`config.mk`:
```
export PLATFORM = sky130hd
export DESIGN_NAME = fd_clock_divider_flat
export DESIGN_NICKNAME = d
export VERILOG_FILES = /design/src/rtl/fd_clock_divider_if.sv /design/src/rtl/fd_clock_divider.sv /design/src/flat_wrapper.sv
export SDC_FILE = /design/constraint.sdc
export NUM_CORES = 1
export LEC_CHECK = 0
export ABC_AREA = 1
export CAP_MARGIN = 15
export CORE_MARGIN = 2
export CORE_UTILIZATION = 45
export DETAILED_ROUTE_END_ITERATION = 6
export PLACE_DENSITY = 0.77
export SLEW_MARGIN = 20
export SYNTH_ARGS = -nofsm -noshare
export SYNTH_HDL_FRONTEND = slang
export SYNTH_SLANG_ARGS = --single-unit
```
`constraint.sdc`:
```
create_clock -name clk -period 1.67 [get_ports clk]
set_input_delay 0.334 -clock clk [delete_from_list [all_inputs] [get_ports clk]]
set_output_delay 0.334 -clock clk [all_outputs]
set_load 0.005 [all_outputs]
```
`src/rtl/fd_clock_divider_if.sv`:
```
// fd_clock_divider_if: control and output bundle of the programmable clock divider.
// master drives enable/ratio/load, slave (the divider) drives clk_out and tick.
interface fd_clock_divider_if #(
    parameter int unsigned DIV_WIDTH = 8
);
    logic                 en;
    logic [DIV_WIDTH-1:0] div_ratio;
    logic                 div_load;
    logic                 clk_out;
    logic                 tick;

    modport master (
        output en,
        output div_ratio,
        output div_load,
        input  clk_out,
        input  tick
    );

    modport slave (
        input  en,
        input  div_ratio,
        input  div_load,
        output clk_out,
        output tick
    );
endinterface

```
`src/rtl/fd_clock_divider.sv`:
```
// fd_clock_divider: programmable integer clock divider with rising-edge tick strobe.
// A new ratio is captured into a pending slot and adopted only when the counter
// wraps, so every output period is complete.
// Optional FD_ODD_DUTY50_EN adds a falling-edge stage that stretches the high
// phase of odd ratios by half a cycle for 50% duty.
module fd_clock_divider #(
    parameter int unsigned DIV_WIDTH   = 8,
    parameter int unsigned DEFAULT_DIV = 2
) (
    input  logic               clk,
    input  logic               rst,
    fd_clock_divider_if.slave  bus
);

    localparam int unsigned     W         = DIV_WIDTH;
    localparam logic [W-1:0]    RESET_DIV = W'(DEFAULT_DIV);
    localparam logic [W-1:0]    MIN_DIV   = W'(2);

    logic [W-1:0] cnt_q,  cnt_d;
    logic [W-1:0] n_q,    n_d;
    logic [W-1:0] p_q,    p_d;
    logic         pend_q, pend_d;
    logic         clk_q,  clk_d;
    logic         tick_q, tick_d;

    logic [W-1:0] half_c;
    logic         wrap_c;
    logic [W-1:0] ratio_c;

    // High-phase length, wrap detection and clamped load value.
    always_comb begin
        half_c  = n_q >> 1;
        wrap_c  = (cnt_q == (n_q - W'(1)));
        ratio_c = (bus.div_ratio < MIN_DIV) ? MIN_DIV : bus.div_ratio;
    end

    // Next-state: count, output level, tick, ratio adoption and capture.
    always_comb begin
        cnt_d  = cnt_q;
        n_d    = n_q;
        p_d    = p_q;
        pend_d = pend_q;
        clk_d  = clk_q;
        tick_d = 1'b0;

        if (bus.en) begin
            clk_d  = (cnt_q < half_c);
            tick_d = clk_d & ~clk_q;
            if (wrap_c) begin
                cnt_d = '0;
                if (pend_q) begin
                    n_d    = p_q;
                    pend_d = 1'b0;
                end
            end else begin
                cnt_d = cnt_q + W'(1);
            end
        end

        // A load on a wrap edge lands in the pending slot for the next wrap.
        if (bus.div_load) begin
            p_d    = ratio_c;
            pend_d = 1'b1;
        end
    end

    // State registers.
    always_ff @(posedge clk or negedge rst) begin
        if (!rst) begin
            cnt_q  <= '0;
            n_q    <= RESET_DIV;
            p_q    <= RESET_DIV;
            pend_q <= 1'b0;
            clk_q  <= 1'b0;
            tick_q <= 1'b0;
        end else begin
            cnt_q  <= cnt_d;
            n_q    <= n_d;
            p_q    <= p_d;
            pend_q <= pend_d;
            clk_q  <= clk_d;
            tick_q <= tick_d;
        end
    end

    assign bus.tick = tick_q;

`ifdef FD_ODD_DUTY50_EN
    logic clk_fall_q;

    // Half-cycle delayed copy of the divided clock.
    always_ff @(negedge clk or negedge rst) begin
        if (!rst) begin
            clk_fall_q <= 1'b0;
        end else begin
            clk_fall_q <= clk_q;
        end
    end

    assign bus.clk_out = clk_q | (n_q[0] & clk_fall_q);
`else
    assign bus.clk_out = clk_q;
`endif

endmodule

```
`src/flat_wrapper.sv`:
```
// flat-port wrapper written by rule: the top's interface ports become plain ports
module fd_clock_divider_flat 
#(
    parameter int unsigned DIV_WIDTH   = 8,
    parameter int unsigned DEFAULT_DIV = 2
)
  (clk, rst, bus_en, bus_div_ratio, bus_div_load, bus_clk_out, bus_tick);
  fd_clock_divider_if #(.DIV_WIDTH(DIV_WIDTH)) bus_i ();
  input  logic clk;
  input  logic rst;
  input wire logic [$bits(bus_i.en)-1:0] bus_en;
  input wire logic [$bits(bus_i.div_ratio)-1:0] bus_div_ratio;
  input wire logic [$bits(bus_i.div_load)-1:0] bus_div_load;
  output wire logic [$bits(bus_i.clk_out)-1:0] bus_clk_out;
  output wire logic [$bits(bus_i.tick)-1:0] bus_tick;
  assign bus_i.en = bus_en;
  assign bus_i.div_ratio = bus_div_ratio;
  assign bus_i.div_load = bus_div_load;
  assign bus_clk_out = bus_i.clk_out;
  assign bus_tick = bus_i.tick;
  fd_clock_divider #(.DIV_WIDTH(DIV_WIDTH), .DEFAULT_DIV(DEFAULT_DIV)) u_core (.clk(clk), .rst(rst), .bus(bus_i));
endmodule
```
==> parameters.txt, run 1 <==
Parameter                              Value

Outcome
  Result of the run    finished with violations
  Violations in the final reports    negative setup slack

Finish
  Area growth from synthesis to final layout    21.5%
  # fillers    330
  Post-layout util    56.4%
  Number of nets in the final layout    280
  Total inserted antenna cells    0
  Share of layout cells above drive strength 1    15.4%
  Highest-count cells in the layout ignoring fill and taps    nand2_1, inv_1, dfrtp_1
  Non-Filler Cell Area, Final    2030 um^2
  Most common cell after layout, fill and taps aside    nand2_1

Global route
  Via count of the first global-routing pass    1406
  GR Util All Layers    18.6%
  Met1 track demand over resource in global routing    24.9%
  Global route total overflow    0
  Met3 Track Usage GR    2.95%
  Pin count of the biggest net entering global routing    28
  Global-route wire length before repair    6150 um
  Number of antenna violations at the first check in global routing    0
  Met2 Track Usage GR    30.8%
  Top Usage Layer GRT    met2

Worst setup path
  Worst path cell trace    inv_2, ha_4, inv_2, nand2_2, nand2_2, nor2_2, nand3_1, nor2_1, nand2_1, nor2_4, buf_6, nand4_1, nand2_1
  Buffers plus inverters on the worst setup path    3
  Launching point of the worst reg2reg path    u_core.n_q[1]
  Setup crit start kind    flip-flop
  Kind of end point of the critical path    flip-flop
  CP Launch Point    u_core.n_q[1]
  Critical path type    reg -> reg
  Crit path max-delay family    simple AND/OR/NAND/NOR gates
  Maximum fanout count along the critical path    5
  Depth of the most critical reg-to-reg path    13
  Worst stage delay on the critical path    540 ps
  Arrival time at the worst endpoint    2130 ps
  Instance count on the critical path    13
  WP data required    1890 ps
  Slowest cell on the critical path    dfstp_2

Place
  Post-DP Area    1940 um^2
  IO Port Bufs    13
  HPWL after detailed placement    2590 um
  Global placement routability congestion    0.840

Pwr
  Reported leakage power    1.10 nW
  Largest vdd supply drop    0.962 mV
  Power per standard cell area    1840 nW/um^2

Floorplanning
  Area of the core region    3610 um^2
  Die Y    65.0 um
  Standard-cell row count    22
  Die Wd    65.0 um
  Number of ports placed on the die boundary    14
  DIE AREA    4220 um^2
  Starting density of the core    46.4%

Timing
  Final setup fails    17
  Final Worst Setup Slack    -238 ps
  Setup repair after global routing missed its margin    true
  Minimum clock period after layout    1910 ps
  Setup clock skew after layout    2.78 ps
  Number of pins with negative max-slew slack in the final report    0
  Transition time at the pin with the least slew margin    345 ps
  Worst relative slew slack    77.0%
  Number of failing hold endpoints at the final stage    0
  Highest attainable clock frequency    524 MHz
  Period Utilization, post-route    114%

Clock network
  CTS clock-pin slew for the worst setup and hold paths    90 ps
  Clock tree from TritonCTS    yes
  Clk Latency, worst-skew pair    270 ps
  Htree depth    1
  Clk Tree Root Cell    clkbuf_8
  Number of clock buffers inserted by TritonCTS    3
  Max Buffers Root-to-Sink    2
  CTS Sinks    27

Synthesis
  Top cells by area in the synthesized netlist    dfrtp_1, nand2_1, inv_1
  Netlist area before placement    1670 um^2
  Share of Yosys cell area claimed by the top area cell type    37.4%
  Post-Syn Instances    231
  Synth Net Count    251
  Cell type contributing the most total cell area after synthesis    dfrtp_1
  Number of synthesis warnings    0
  Number of flip-flops and latches in the synthesized netlist    27
  Library cells used by synthesis    28
  Syn Area/Cell    7.25 um^2
  Sequential element share of the synthesized area    40.5%

Routing
  Number of DRC violations after detailed routing    0
  Via density    4.87
  Via total after detailed routing    1495
  Number of iterations in the first detailed-routing pass    4
  Drt initial violations    54
  Wirelength per Cell    11.0 um
  Post-detailed-route count of antenna-violating nets    0
  Final WL    3370 um

Run
  Max capacitance violation total    0

Min path
  Class of the tightest hold or removal check    in -> async
-- repair_timing --
action	CTS	global route
endpoints found under the hold margin	0	0
hold buffers	0	0
pin swaps	7	17
endpoints found under the setup margin	17	17
cloned	1	0
resized for setup	6	4
setup buffers	0	1
-- kinds of logic after synthesis --
| family | after synthesis | synth area share (%) |
|---|---|---|
| AO/OA/AOI/OAI | 12 | 3.81 |
| XOR/XNOR | 7 | 3.66 |
| flip-flops | 27 | 40.5 |
| AND/OR/NAND/NOR | 140 | 36.2 |
| buffers and inverters | 37 | 9.79 |
| adder cells (fa/ha/maj) | 8 | 5.98 |
-- cell type report --
| type | instances | area (um^2) | share of cell area [%] |
|---|---|---|---|
| clock buffers | 3 | 41.3 | 2.03 |
| repair buffers | 28 | 250 | 12.3 |
| clock inverters | 1 | 5.00 | 0.246 |
| well taps | 48 | 60.1 | 2.95 |
| flip-flops and latches | 27 | 678 | 33.3 |
| multi-input cells | 167 | 876 | 43.1 |
| inverters | 33 | 124 | 6.09 |
-- stage by stage --
step	setup slack [ps]	instances	setup TNS [ps]	total power, W	hold slack (ps)
CTS	-205	306	-2830	0.00369	426
floorplan	-47.7	231	-489	0.00275	38.4
global placement	-122	301	-1630	0.00320	435
detailed placement	-194	301	-2650	0.00326	438
finish	-238	307	-3730	0.00374	413
global route	-418	307	-6640	0.00417	452
-- synthesized netlist by cell type (all sizes together) --
cell type   n
o21ai       8
nor3        3
clkbuf      2
nor4        1
dfstp       2
nor2       19
nand3      10
nand3b      1
nand2      95
xor2        4
a21o        1
inv        31
clkinv      2
dfrtp      25
or2         1
a21oi       2
ha          8
o22ai       1
buf         2
xnor2       3
nand4      10
-- path summary, 6_finish.rpt --
check,end,slack (ps)
worst max-delay path,u_core.n_q[7],-240
worst min-delay path,u_core.cnt_q[3],410
worst max register to register,u_core.n_q[7],-240
worst min register to register,u_core.bus.tick,460
max in group asynchronous,u_core.n_q[1],950
min in group clk,u_core.bus.tick,460
-- routing by layer --
layer | wire [um] | part of all wire [%] | vias to the layer above
li1 | - | - | 775
met4 | 80 | 2.4 | 0
met2 | 1580 | 47 | 33
met3 | 124 | 3.7 | 7
met1 | 1590 | 47 | 680
met5 | 0 | 0 | -
-- where the power goes --
| part | switching, W | leakage [nW] | internal (W) |
|---|---|---|---|
| sequential | 0.000235 | 0.330 | 0.000861 |
| combinational | 0.00132 | 0.740 | 0.000948 |
| clock | 0.000207 | 0.0255 | 0.000167 |
| total | 0.00176 | 1.10 | 0.00198 |
-- state kept, by name (all words and copies together), names as in the netlist --
name,cells
u_core.cnt_q,8
u_core.p_q,8
u_core.bus.tick,1
u_core.bus.clk_out,1
u_core.n_q,8
u_core.pend_q,1
(Power assumes the default switching activity.)
==> run 2: changes to the inputs <==
CORE_UTILIZATION = 30   (was 45)
PLACE_DENSITY = 0.58   (was 0.77)
==> parameters.txt, run 2 (synthesized netlist as in run 1, its figures left out) <==
Parameter                              Value

Worst setup path
  Critical path type    reg -> reg
  Setup crit start kind    flip-flop
  Cell type with the highest occurrence count on the critical path    nand2_1
  WP data required    1850 ps
  Slowest cell on the critical path    dfstp_2
  Buffers plus inverters on the worst setup path    3
  Instance count on the critical path    13
  Depth of the most critical reg-to-reg path    13
  Kind of end point of the critical path    flip-flop
  Worst path cell trace    inv_2, ha_4, inv_2, nand2_1, nand2_1, nor2_2, nand3_1, nor2_1, nand2_1, nor2_4, nand2_4, nand3b_1, inv_1
  Crit path max-delay family    simple AND/OR/NAND/NOR gates
  Worst stage delay on the critical path    540 ps
  Maximum fanout count along the critical path    7
  Arrival time at the worst endpoint    2050 ps

Finish
  Most common cell after layout, fill and taps aside    nand2_1
  Largest registers    u_core.cnt_q x8, u_core.n_q x8, u_core.p_q x8
  Post-layout util    38.2%
  Number of nets in the final layout    280
  # fillers    570
  Total inserted antenna cells    0
  Share of layout cells above drive strength 1    17.4%
  Highest-count cells in the layout ignoring fill and taps    nand2_1, inv_1, dfrtp_1
  Non-filler instance count after layout    331
  Area growth from synthesis to final layout    24.1%

Pwr
  Power Internal    0.00199 W
  Share of total power in the clock network    9.8%
  Largest vdd supply drop    0.663 mV
  Proportion of total power due to net switching    47.9%
  Sequential share of power    29.1%
  Power per standard cell area    1840 nW/um^2
  Switching power    0.00183 W
  Reported leakage power    1.09 nW
  Combinational share of power    61.1%

Routing
  Drt initial violations    82
  Via total after detailed routing    1468
  Number of iterations in the first detailed-routing pass    4
  Post-detailed-route count of antenna-violating nets    0
  Number of DRC violations after detailed routing    0
  Wirelength per Cell    10.7 um
  Via density    4.44
  Final WL    3550 um

Place
  HPWL after detailed placement    2760 um
  Global placement routability congestion    0.818
  IO Port Bufs    13
  Cells after DPL    325

Timing
  Transition time at the pin with the least slew margin    369 ps
  Period Utilization, post-route    112%
  Worst relative slew slack    75.4%
  Final Worst Setup Slack    -198 ps
  Setup clock skew after layout    8.21 ps
  Minimum clock period after layout    1870 ps
  Hold Slack    423 ps
  Number of failing hold endpoints at the final stage    0
  Setup repair after global routing missed its margin    true
  Number of pins with negative max-slew slack in the final report    0
  Highest attainable clock frequency    535 MHz
  Final setup fails    17

Clock network
  Number of clock buffers inserted by TritonCTS    3
  Max Buffers Root-to-Sink    2
  Clock tree from TritonCTS    yes
  Clk Tree Root Cell    clkbuf_8
  CTS clock-pin slew for the worst setup and hold paths    100 ps
  Clk Latency, worst-skew pair    270 ps
  CTS Sinks    27
  Count of hold-fix buffers inserted at cts    0
  Htree depth    1

Floorplanning
  Die Y    78.7 um
  Standard-cell row count    27
  Starting density of the core    30.8%
  DIE AREA    6190 um^2
  Die Wd    78.7 um
  Area of the core region    5440 um^2
  Number of ports placed on the die boundary    14

Outcome
  Violations in the final reports    negative setup slack
  Result of the run    finished with violations

Global route
  Number of antenna violations at the first check in global routing    0
  Pin count of the biggest net entering global routing    28
  Global-route wire length before repair    6310 um
  Global route total overflow    0
  Via count of the first global-routing pass    1452
  GR Util All Layers    12.9%

Run
  Max capacitance violation total    0

Min path
  Class of the tightest hold or removal check    in -> async
[run 2: cell counts in the layout (fill, tap and decap cells not counted)]
No cell type changed its count.
[run 2: path summary, 6_finish.rpt]
| check | from | end | slack [ps] |
|---|---|---|---|
| min | rst | u_core.cnt_q[7] | 420 |
| min reg2reg | u_core.bus.clk_out | u_core.bus.tick | 470 |
| max in group asynchronous | rst | u_core.n_q[1] | 930 |
| min in group clk | u_core.bus.clk_out | u_core.bus.tick | 470 |
| max | u_core.n_q[1] | u_core.cnt_q[4] | -200 |
| max reg2reg | u_core.n_q[1] | u_core.cnt_q[4] | -200 |
[run 2: through the flow]
stage | setup WS, ps | cell area, um^2 | power (W) | setup TNS, ps
after CTS | -223 | 2040 | 0.00376 | -3210
after global routing | -312 | 2080 | 0.00430 | -4660
after global placement | -200 | 1970 | 0.00327 | -2830
after detailed placement | -237 | 1970 | 0.00332 | -3360
final | -198 | 2080 | 0.00382 | -2670
after floorplan | -47.7 | 1700 | 0.00275 | -489
[run 2: metal layers]
| layer | wire [um] | track usage [%] |
|---|---|---|
| met5 | 0 | 0 |
| met2 | 1620 | 22.1 |
| met3 | 74 | 1.36 |
| met1 | 1790 | 17.0 |
| met4 | 65 | 4.39 |
[run 2: worst register-to-register path, stage by stage (launching register included)]
cell and delay (ps):
dfstp_2 540, inv_2 50, ha_4 260, inv_2 20, nand2_1 40, nand2_1 50
nor2_2 100, nand3_1 90, nor2_1 100, nand2_1 90, nor2_4 160, nand2_4 120
nand3b_1 120, inv_1 40
[run 2: repair_timing]
item                                    4_1_cts  5_1_grt
pin swaps                                     8        5
resized for setup                             5       11
cloned                                        1        0
buffers inserted                              0        1
endpoints found under the setup margin       17       19
[run 2: area by class of cell]
type                            instances  area [um^2]  area share [%]
Clock buffer                            3         41.3            1.99
Timing Repair Buffer                   28          250            12.0
Inverter                               33          124            5.96
Tap cell                               72         90.1            4.33
Sequential cell                        27          678            32.6
Multi-Input combinational cell        167          890            42.8
Clock inverter                          1         5.00           0.241
[run 2: power by group through the flow]
stage / logic, W / registers (W) / clock network (W)
finish: 0.00233 / 0.00111 / 0.000374
global route: 0.00274 / 0.00114 / 0.000410
global placement: 0.00216 / 0.00112 / 0
floorplan: 0.00171 / 0.00104 / 0
detailed placement: 0.00220 / 0.00112 / 0
CTS: 0.00226 / 0.00111 / 0.000385
==> run 3: changes to the inputs <==
SETUP_SLACK_MARGIN = 0.4   (was default)
==> parameters.txt, run 3 (synthesized netlist as in run 1, its figures left out) <==
Parameter                              Value

Finish
  # fillers    570
  Most common cell after layout, fill and taps aside    nand2_1
  Highest-count cells in the layout ignoring fill and taps    nand2_1, inv_1, dfrtp_1
  Share of layout cells above drive strength 1    18.6%
  Combined area of the multi-input logic cells    912 um^2
  Total inserted antenna cells    0
  Largest registers    u_core.cnt_q x8, u_core.n_q x8, u_core.p_q x8
  Storage cell area    681 um^2
  Number of nets in the final layout    279
  Area growth from synthesis to final layout    25.0%

Pwr
  Design Power    0.00387 W
  Power per standard cell area    1850 nW/um^2
  Reported leakage power    1.09 nW
  Largest vdd supply drop    0.656 mV

Timing
  Number of pins with negative max-slew slack in the final report    0
  Minimum clock period after layout    1840 ps
  Period Utilization, post-route    110%
  Setup clock skew after layout    0.873 ps
  Number of failing hold endpoints at the final stage    0
  Worst relative slew slack    75.3%
  Transition time at the pin with the least slew margin    371 ps
  Highest attainable clock frequency    544 MHz
  Final Worst Setup Slack    -169 ps
  Setup repair after global routing missed its margin    true
  Accumulated negative setup slack    -2430 ps
  Final setup fails    17

Global route
  Number of antenna violations at the first check in global routing    0
  Global-route wire length before repair    6400 um
  GR Util All Layers    13.0%
  Via count of the first global-routing pass    1483
  Global route total overflow    0
  Pin count of the biggest net entering global routing    28

Place
  Global placement routability congestion    0.824
  IO Port Bufs    13
  HPWL after detailed placement    2730 um

Outcome
  Result of the run    finished with violations
  Violations in the final reports    negative setup slack

Floorplanning
  Die Wd    78.7 um
  Die Y    78.7 um
  Starting density of the core    30.8%
  Number of ports placed on the die boundary    14
  Area of the core region    5440 um^2
  Standard-cell row count    27
  DIE AREA    6190 um^2

Routing
  Via total after detailed routing    1485
  Number of DRC violations after detailed routing    0
  Number of iterations in the first detailed-routing pass    4
  Via density    4.50
  Final WL    3590 um
  Wirelength per Cell    10.9 um
  Post-detailed-route count of antenna-violating nets    0
  Drt initial violations    46

Worst setup path
  Critical path type    reg -> reg
  Kind of end point of the critical path    flip-flop
  WP data required    1850 ps
  Setup crit start kind    flip-flop
  Arrival time at the worst endpoint    2020 ps
  CP Launch Point    u_core.n_q[1]
  Launching point of the worst reg2reg path    u_core.n_q[1]
  Maximum fanout count along the critical path    7

Clock network
  Number of clock buffers inserted by TritonCTS    3
  Clk Tree Root Cell    clkbuf_8
  Clock tree from TritonCTS    yes
  Htree depth    1
  Count of hold-fix buffers inserted at cts    0
  Clk Latency, worst-skew pair    270 ps
  CTS clock-pin slew for the worst setup and hold paths    90 ps
  CTS Sinks    27
  Max Buffers Root-to-Sink    2

Min path
  Class of the tightest hold or removal check    in -> async

Run
  Max capacitance violation total    0
[run 3: cell types whose count changed in the layout (fill, tap and decap cells not counted), sizes merged]
| cell | change |
|---|---|
| clkbuf | +1 |
| clkdlybuf4s15 | +1 |
| clkinv | -1 |
| dlygate4sd2 | +1 |
| clkdlybuf4s50 | -2 |
| buf | -1 |
[run 3: what timing repair did]
item	in CTS	in global routing
pin swaps	1	2
resized for setup	12	12
gates cloned	0	1
setup endpoints to repair	21	19
buffers inserted	1	0
[run 3: final cells by class]
type	instances	share of cell area, %
tap	72	4.30
timing repair buffer	27	11.5
multi-input combinational	167	43.6
clock buffer	4	2.15
inverter	33	5.92
sequential	27	32.5
[run 3: path summary, 6_finish.rpt]
kind                                         to  slack [ps]  cells past startpoint
worst max-delay path            u_core.cnt_q[4]        -170                     13
worst min-delay path            u_core.bus.tick         420                      2
worst max register to register  u_core.cnt_q[4]        -170                     13
worst min register to register    u_core.p_q[1]         480                      2
max in group asynchronous         u_core.n_q[1]         940                      2
min in group clk                  u_core.p_q[1]         480                      2
[run 3: critical path, cell delays in order, from the launching register on]
cell and delay, ps:
dfstp_2 540, inv_2 40, ha_4 260, inv_2 20, nand2_1 40, nand2_1 50
nor2_2 90, nand3_1 90, nor2_1 90, nand2_1 90, nor2_4 160, nand2_4 120
nand3b_1 100, inv_1 40
[run 3: metal layers]
layer  global-route usage [%]  vias to the layer above  part of all wire [%]  wire length, um
met5                        0                        -                     0                0
met4                     5.26                        0                   2.0               72
met3                     2.05                        9                   2.9              103
met2                     21.0                       30                    47             1690
met1                     17.3                      670                    48             1730
li1                         -                      776                     -                -
[run 3: per-stage QoR]
step / setup WS, ps / instances / instance area, um^2 / hold WS [ps] / utilization [%]
after global routing: -315 / 330 / 2090 / 456 / 38.5
after CTS: -200 / 329 / 2050 / 434 / 37.8
after floorplan: -47.7 / 231 / 1700 / 38.4 / -
final: -169 / 330 / 2090 / 420 / 38.5
after detailed placement: -219 / 324 / 1970 / 456 / 36.2
after global placement: -187 / 324 / 1970 / 457 / 36.2
[run 3: power by group]
group	leakage [nW]	internal, W	switching, W
sequential	0.327	0.000865	0.000251
clock	0.0228	0.000171	0.000210
combinational	0.743	0.000979	0.00139
total	1.09	0.00202	0.00185
==> RTL edit, RTL diff (settings of run 1) <==
`DIV_WIDTH` is set to 8 in 3 places; all go to 10.
--- a/src/rtl/fd_clock_divider_if.sv
+++ b/src/rtl/fd_clock_divider_if.sv
@@ -1,7 +1,7 @@
 // fd_clock_divider_if: control and output bundle of the programmable clock divider.
 // master drives enable/ratio/load, slave (the divider) drives clk_out and tick.
 interface fd_clock_divider_if #(
-    parameter int unsigned DIV_WIDTH = 8
+    parameter int unsigned DIV_WIDTH = 10
 );
     logic                 en;
     logic [DIV_WIDTH-1:0] div_ratio;
--- a/src/rtl/fd_clock_divider.sv
+++ b/src/rtl/fd_clock_divider.sv
@@ -4,7 +4,7 @@
 // Optional FD_ODD_DUTY50_EN adds a falling-edge stage that stretches the high
 // phase of odd ratios by half a cycle for 50% duty.
 module fd_clock_divider #(
-    parameter int unsigned DIV_WIDTH   = 8,
+    parameter int unsigned DIV_WIDTH   = 10,
     parameter int unsigned DEFAULT_DIV = 2
 ) (
     input  logic               clk,
--- a/src/flat_wrapper.sv
+++ b/src/flat_wrapper.sv
@@ -1,7 +1,7 @@
 // flat-port wrapper written by rule: the top's interface ports become plain ports
 module fd_clock_divider_flat 
 #(
-    parameter int unsigned DIV_WIDTH   = 8,
+    parameter int unsigned DIV_WIDTH   = 10,
     parameter int unsigned DEFAULT_DIV = 2
 )
   (clk, rst, bus_en, bus_div_ratio, bus_div_load, bus_clk_out, bus_tick);
Ports: changed (resized bus_div_ratio); port bits go from 14 to 16. No check against the original RTL was run, so the function may have changed too.
==> RTL edit against run 1 <==
- the flow still finishes with violations (negative setup slack)
- total power shrank 30%
- maximum frequency is 7.8% lower
- largest power group is now registers
- final area increased by 40%
- worst setup slack worse by 0.16 ns
- critical path type unchanged
- sequential power fell by 6%
- sequential cell count rose by 6
- sequential share of layout area fell by 4.1 points
- routed wire length rose by 52%
- via count rose by 40%
- area after synthesis rose by 29%
==> RTL edit: results (changes against run 1) <==
outcome: complete, but fails checks
failing checks: negative setup slack
Net Switching: 938.8 uW (-47%)
Arr. time, crit path: 2.25 ns (+0.12 ns)
syn nets: 328 (+31%)
worst-case reg-to-reg path depth: 14 (+1)
RR Endpoint: u_core.cnt_q[3]
clk_lat worst skew: 0.30 ns (+0.03 ns)
vias in the first global route: 1916 (+36%)
top_reg_cell synth: dfrtp_1
static leakage: 1.474 nW (+35%)
Fin Hold WS: 0.3991 ns (-0.01406 ns)
Total Routing Usage GR: 0.2084 (+0.02220)
first-pass GRT wire length: 8535 um (+39%)
nets: 382 (+36%)
RePlAce Congestion: 0.8613 (+2.5%)
# setup viols final: 21 (+4)
Seq/Total Area, Yosys: 0.3844 (-0.02065)
post-DP HPWL: 3788 um (+46%)
total CTS buffers: 5 (+2)
Peak VDD IR: 0.0005824 V (-39%)
skew final: 0.01283 ns (+0.01005 ns)
Cells after DPL: 403 (+34%)
Area contributors post-synth: dfrtp_1 36%, nand2_1 18%, inv_1 6.3%, ha_1 5.8%, nand3_1 5.8%
synthesized netlist cell count: 304 (+32%)
Detailed Route Iter0 Violations: 77 (+43%)
routed vias: 2087 (+40%)
most frequent cells after synthesis: 105 x nand2_1, 36 x inv_1, 31 x dfrtp_1
CP Max Fanout: 8 (+3)
Regs by FF count: u_core.cnt_q (10), u_core.n_q (10), u_core.p_q (10)
CTS HTree Levels: 2 (+1)
final std cells w/o fill: 413 (+35%)
Yosys cell types: 29 (+3.6%)
layout cells sized above 1: 0.2535 (+0.09904)
largest net degree at the start of global routing: 34 (+21%)
final setup margin: -0.3981 ns (-0.1603 ns)
IO buf count: 15 (+2)
==> RTL edit: cell count changes in the layout (fill, tap and decap cells not counted), sizes merged, moves of 6 or more <==
cell,change
inv,+8
o21ai,+7
dfrtp,+6
nand3,+16
nor2,+15
nand2,+14
buf,+23
==> RTL edit: cell families after synthesis <==
kind of cell | count (synthesis) | share of synthesized area
and+or+nand+nor | 183 | 0.3653
xor gates and xnor gates | 7 | 0.02846
DFF | 33 | 0.3844
adders and majority gates | 10 | 0.05807
AOI/OAI and AO/OA | 24 | 0.06098
buffers and inverters | 47 | 0.1028
==> RTL edit: how the worst max path moves through the flow <==
| stage | from | end | depth (start not counted) |
|---|---|---|---|
| floorplan | u_core.n_q[1] | u_core.n_q[3] | 15 |
| global route | u_core.n_q[1] | u_core.n_q[9] | 15 |
| global placement | u_core.n_q[1] | u_core.cnt_q[3] | 14 |
| finish | u_core.n_q[1] | u_core.cnt_q[3] | 14 |
| detailed placement | u_core.n_q[1] | u_core.cnt_q[3] | 14 |
| CTS | u_core.n_q[1] | u_core.cnt_q[3] | 14 |
==> RTL edit: final cells by class <==
type | instances | area [um^2] | share of cell area
sequential | 33 | 832.0 | 0.2928
timing repair buffer | 53 | 459.2 | 0.1616
inverter | 41 | 158.9 | 0.05592
clock buffer | 7 | 86.33 | 0.03038
clock inverter | 1 | 7.507 | 0.002642
multi-input combinational | 224 | 1230 | 0.4328
tap | 54 | 67.56 | 0.02378
==> RTL edit: routing by layer <==
| metal | vias to the layer above | wire [um] | GRT usage |
|---|---|---|---|
| met3 | 11 | 244 | 0.03453 |
| met2 | 50 | 2499 | 0.3534 |
| met1 | 959 | 2297 | 0.2698 |
| li1 | 1067 | - | - |
| met4 | 0 | 76 | 0.06790 |
| met5 | - | 0 | 0 |
==> RTL edit: power groups by stage <==
stage	combinational (mW)	sequential, mW	clock [mW]
6_report	0.946	1.03	0.649
3_3_place_gp	0.849	1.03	0
4_1_cts	0.889	1.03	0.665
3_5_place_dp	0.879	1.04	0
5_1_grt	1.08	1.05	0.693
2_1_floorplan	0.536	1.03	0
==> RTL edit: stage by stage <==
stage	setup slack [ns]	utilization	cell area [um^2]	TNS (ns)	power [mW]
floorplan	-0.2678	-	2155	-3.888	1.569
global placement	-0.3997	0.5562	2592	-7.636	1.883
detailed placement	-0.4018	0.5562	2592	-7.890	1.921
CTS	-0.3603	0.5871	2736	-7.091	2.582
global route	-0.5009	0.6097	2841	-9.636	2.819
finish	-0.3981	0.6097	2841	-7.297	2.628
==> RTL edit: what timing repair did <==
item,4_1_cts,5_1_grt
endpoints found under the setup margin,23,23
pin swaps,6,10
setup buffers,0,2
resized for setup,13,29
